==> src/rtl/async_fifo_pkg.sv <==
// Shared async FIFO definitions: default pointer width and gray/binary
// conversion helpers used by both the write and read pointer blocks.
package async_fifo_pkg;

    localparam int CTR_W_DEF = 4;

    // Operates on a zero-extended 32-bit value; callers truncate to width.
    function automatic logic [31:0] bin2gray(input logic [31:0] b);
        return b ^ (b >> 1);
    endfunction

    function automatic logic [31:0] gray2bin(input logic [31:0] g);
        logic [31:0] b;
        b[31] = g[31];
        for (int i = 30; i >= 0; i--) begin
            b[i] = b[i+1] ^ g[i];
        end
        return b;
    endfunction

endpackage

==> src/rtl/ptr_sync.sv <==
// Multi-stage flop chain carrying a gray pointer across clock domains,
// with synchronous clear.
module ptr_sync #(
    parameter int WIDTH  = 4,
    parameter int STAGES = 2
) (
    input  logic             clk,
    input  logic             clr_in,
    input  logic [WIDTH-1:0] d_in,
    output logic [WIDTH-1:0] q_out
);

    logic [WIDTH-1:0] sync_q [STAGES];

    always_ff @(posedge clk) begin
        if (clr_in) begin
            for (int i = 0; i < STAGES; i++) begin
                sync_q[i] <= '0;
            end
        end else begin
            sync_q[0] <= d_in;
            for (int i = 1; i < STAGES; i++) begin
                sync_q[i] <= sync_q[i-1];
            end
        end
    end

    assign q_out = sync_q[STAGES-1];

endmodule

==> src/rtl/gray_ptr_receiver.sv <==
// Read-side pointer receiver: syncs the gray write pointer, keeps the read
// pointer and produces empty/level/error status plus the return gray pointer.
module gray_ptr_receiver
    import async_fifo_pkg::*;
#(
    parameter int counter_width = CTR_W_DEF,
    parameter int sync_stages   = 2
) (
    input  logic                     clk,
    input  logic                     clr_in,
    input  logic [counter_width-1:0] wgray_in,
    input  logic                     rd_en_in,
    output logic                     rd_ack_out,
    output logic [counter_width-2:0] raddr_out,
    output logic [counter_width-1:0] rgray_out,
    output logic                     empty_out,
    output logic [counter_width-1:0] level_out,
    output logic                     err_out
);

    localparam int W = counter_width;
    localparam logic [W-1:0] DEPTH = {1'b1, {(W-1){1'b0}}};

    logic [W-1:0] wsync;
    logic [W-1:0] wbin;
    logic [W-1:0] rbin_q, rbin_d;
    logic [W-1:0] rgray_q, rgray_d;
    logic [W-1:0] level_q, level_d;
    logic         empty_q, empty_d;
    logic         ack_q;
    logic         err_q, err_d;
    logic         pop;

    ptr_sync #(
        .WIDTH (W),
        .STAGES(sync_stages)
    ) u_wsync (
        .clk   (clk),
        .clr_in(clr_in),
        .d_in  (wgray_in),
        .q_out (wsync)
    );

    always_comb begin
        wbin    = W'(gray2bin(32'(wsync)));
        pop     = rd_en_in & ~empty_q;
        rbin_d  = rbin_q + {{(W-1){1'b0}}, pop};
        rgray_d = W'(bin2gray(32'(rbin_d)));
        level_d = wbin - rbin_d;
        empty_d = (rgray_d == wsync);
        // Underflow attempt or a write pointer that leapt past a full FIFO
        err_d   = err_q | (rd_en_in & empty_q) | (level_d > DEPTH);
    end

    always_ff @(posedge clk) begin
        if (clr_in) begin
            rbin_q  <= '0;
            rgray_q <= '0;
            level_q <= '0;
            empty_q <= 1'b1;
            ack_q   <= 1'b0;
            err_q   <= 1'b0;
        end else begin
            rbin_q  <= rbin_d;
            rgray_q <= rgray_d;
            level_q <= level_d;
            empty_q <= empty_d;
            ack_q   <= pop;
            err_q   <= err_d;
        end
    end

    assign rd_ack_out = ack_q;
    assign raddr_out  = rbin_q[W-2:0];
    assign rgray_out  = rgray_q;
    assign empty_out  = empty_q;
    assign level_out  = level_q;
    assign err_out    = err_q;

endmodule
==> config.mk <==
export PLATFORM = sky130hd
export DESIGN_NAME = gray_ptr_receiver
export DESIGN_NICKNAME = d
export VERILOG_FILES = /design/src/rtl/async_fifo_pkg.sv /design/src/rtl/ptr_sync.sv /design/src/rtl/gray_ptr_receiver.sv
export SDC_FILE = /design/constraint.sdc
export NUM_CORES = 1
export LEC_CHECK = 0
export BUFFER_PORTS_ARGS = -buffer_cell sky130_fd_sc_hd__buf_2
export CORE_ASPECT_RATIO = 1.25
export CORE_MARGIN = 2
export CORE_UTILIZATION = 25
export DETAILED_ROUTE_END_ITERATION = 7
export HOLD_SLACK_MARGIN = 0.15
export SETUP_SLACK_MARGIN = 0.5
export SYNTH_ARGS = -nofsm -noshare
export SYNTH_HDL_FRONTEND = slang
export SYNTH_HIERARCHICAL = 1
export SYNTH_SLANG_ARGS = --single-unit
==> constraint.sdc <==
create_clock -name clk -period 4.3 [get_ports clk]
set_input_delay 0 -clock clk [delete_from_list [all_inputs] [get_ports clk]]
set_output_delay 0 -clock clk [all_outputs]
set_load 0.005 [all_outputs]
==> summary.md <==
| Metric | Value |
|---|---|
| Area of the multi-input gates | 450.4 µm² |
| Filler cells | 380 |
| Final setup viols | 0 |
| Maxcap violations | 0 |
| Area grow syn2layout | 27.73% |
| Vias | around 700 |
| Total track usage | 8.013% |
| Status | finished clean |
| Hold Path Depth | 1 |
| Crit path max fanout | 5 |
| Synthesized net count | between 100 and 150 |
| Largest net degree at the start of global routing | 24 |
| Netlist cell types | 23 |
| Clock share of power | 37.7% |
| Worst slew pin tran | a little over 0.4 ns |
| H-tree levels | 1 |
| Final Total Pwr | 0.5063 mW |
| Post-synth EDFFs | 0 |
| Routed length per instance | 9.975 µm |
| Critical path type | in -> reg |
| Final min period | 2.863 ns |
| Critical Path Source | rd_en_in |
| Setup_tns | 0 ns |
| Endpoint, Worst Hold | u_wsync/sync_q[0][4] |
| Startpoint types | input port |
| Gpl congestion | around 0.86 |
| RSZ-0062 raised after global routing | false |
| Dpl hpwl | 1134 µm |
| Post-synthesis sequential area ratio | 45.83% |
| Ranking of synthesized cells by area | dfxtp_1 46%, xnor2_1 9.1%, nor2b_1 8.5% |
| Yosys reg bits | 22 |
| Reg power frac | 44.7% |
| Worst slew margin | 72.74% |
| HP Class | reg -> reg |
| Int Pwr | 0.3920 mW |
| Crit path DAT | ~3 ns |
| Register area | ~440 µm² |
| Core box area | 0.003722 mm² |
| Detailed Route Iter0 Violations | 9 |
| Port bufs | 20 |
| Mapped Cells | 94 |
| Synth Area in Compound Gates | 5.599% |
| Most frequent cell after synthesis | dfxtp_1 |
| Final Cycle Share | 66.59% |
| Antenna violations before repair | 0 |
| First drt pass iteration count | 3 |
| Crit path capture type | register |
| R2R Setup Slk | 1.51 ns |
| Clk slew on worst S/H paths | 0.08 ns |
| NumNets Final | 135 |
| Clk_lat worst skew | 0.26 ns |
| Share of cells above drive strength 1 | 22.13% |
| Top_reg_cell synth | dfxtp_1 |
| Top post-synthesis cells by count | 22 x dfxtp_1, 13 x nor2b_1, 10 x nor2_1, 10 x xnor2_1, 6 x xor2_1 |
| XOR/XNOR Fraction of Synth Area | 17.06% |
| Die width | a little under 60 µm |
| Asr flop ratio synth | 0% |
| Synthesized area | 960.9 µm² |
| Peak supply drop | 137.5 µV |
| FF-to-FF path depth | 11 |
| First-pass GRT wire length | 2628 µm |
| Drt drc | 0 |
| Post-synthesis mux area share | 0% |
| ANT cells | 0 |
| Post-synthesis adder-cell area fraction | 6.510% |
| Die Y | 73.32 µm |
| Clk buf depth | 2 |
| WL final | between 1500 and 2000 µm |
| Root Driver | clkbuf_8 |
| Detail Route Antenna Nets | 0 |
| Simple logic cell fraction of the synthesized area | 17.71% |
| CTS buffer count | 3 |
| Fmax | 349.2 MHz |
| Avg Cell Area, Syn | 10.22 µm² |
| Share of the synthesized area in the top cell type | 45.83% |
| Hold Crit Start | u_wsync/sync_q[0][0] |
| Die area | 0.004359 mm² |
| Net Sw Frac | a little under a quarter |
| Layout Skew | about 0.0051 ns |
| Leading area contributor after synthesis | dfxtp_1 |
| Drt via density | 4.302 |
| Final hold vios | 0 |
| Clock sinks | 22 |
| Largest family of logic cells by synthesized area | simple AND/OR/NAND/NOR gates |
| Final instance area | ~0.0012 mm² |
| NetSw | 0.1143 mW |
| WP data required | 4.43 ns |
| Static leakage | 0.5493 nW |
| Cell Area, Placed | 0.001056 mm² |
| Worst r2r src | empty_out |
| CTS tree | built |
| YS warnings | 6 |
| Final Slew Violations | 0 |
| Io pins | 21 |
| Total power divided by cell area | 412.5 mW/mm² |
| Cell row count | 25 |
| GR Overflow Total | 0 |
| Starting Density | 25.82% |
| Comb pwr share | 17.6% |
| Number of global-route vias before repair | 707 |
| Reg-to-reg endpoint | err_out |
-- timing repair --
item / CTS / global route
setup endpoints to repair: 0 / 0
buffers inserted: 0 / 0
hold buffers: 10 / 0
gates resized for setup: 0 / 0
endpoints found under the hold margin: 13 / 0
-- sequential cells by signal, indices dropped and copies added, names as in the netlist --
register / count
u_wsync/sync_q: 8
level_out: 4
rbin_q: 4
rgray_out: 3
empty_out: 1
err_out: 1
rd_ack_out: 1
-- layer usage --
layer	vias to the layer above	global-route usage, %	routed length [µm]
met5	-	0	0
met4	0	4.545	55
met3	9	2.113	86
met2	20	15.38	833
met1	314	7.259	640
li1	354	-	-
-- critical path, stage by stage --
cell and delay, ns:
dlygate4sd3_1 0.53, buf_2 0.12, nor2b_1 0.13, ha_1 0.21
ha_1 0.22, xor2_1 0.31, inv_1 0.10, ha_1 0.37
nor2b_1 0.17, a311oi_1 0.35, nand3_1 0.13, xnor2_1 0.23
o22ai_1 0.12
-- cell type report --
cell class / count / share of cell area [%]
well taps: 40 / 4.077
flip-flops and latches: 22 / 35.88
clock inverters: 1 / 2.446
multi-input cells: 62 / 36.70
clock buffers: 3 / 3.364
repair buffers: 30 / 16.31
inverters: 4 / 1.223
-- worst max-delay path by stage --
stage / end
5_1_grt: err_out
4_1_cts: err_out
2_1_floorplan: err_out
3_3_place_gp: err_out
3_5_place_dp: err_out
6_report: err_out
-- logic make-up after synthesis --
kind of cell               Yosys count
and+or+nand+nor                     33
DFF                                 22
xor gates and xnor gates            17
buffers and inverters               10
AOI/OAI and AO/OA                    7
adders and majority gates            5
-- cells in the final DEF (no fill, tap or decap), types with 2 or more instances in the layout --
master	netlist	final
inv_1	4	4
nor2b_1	13	13
nor2_1	10	10
buf_2	0	20
ha_1	5	5
clkbuf_8	1	3
xnor2_1	10	10
nand2_1	5	5
dfxtp_1	22	22
xor2_1	6	6
dlygate4sd3_1	0	10
nand3_1	2	2
-- power by group through the flow --
stage / registers, mW / logic, mW / clock network, mW
after floorplan: 0.232 / 0.0587 / 0
after global placement: 0.231 / 0.0802 / 0
after detailed placement: 0.232 / 0.0822 / 0
after CTS: 0.227 / 0.0905 / 0.193
after global routing: 0.229 / 0.0996 / 0.201
final: 0.226 / 0.0892 / 0.191
-- through the flow --
stage	util (%)	setup WS, ns	instances	hold slack [ns]
after floorplan	-	1.873	94	0.07161
after CTS	32.97	1.414	162	0.4432
after detailed placement	28.37	1.605	148	0.2116
after global routing	32.97	1.262	162	0.4621
after global placement	28.37	1.699	148	0.2067
final	32.97	1.437	162	0.4442
Power figures use the tool's default switching activity.
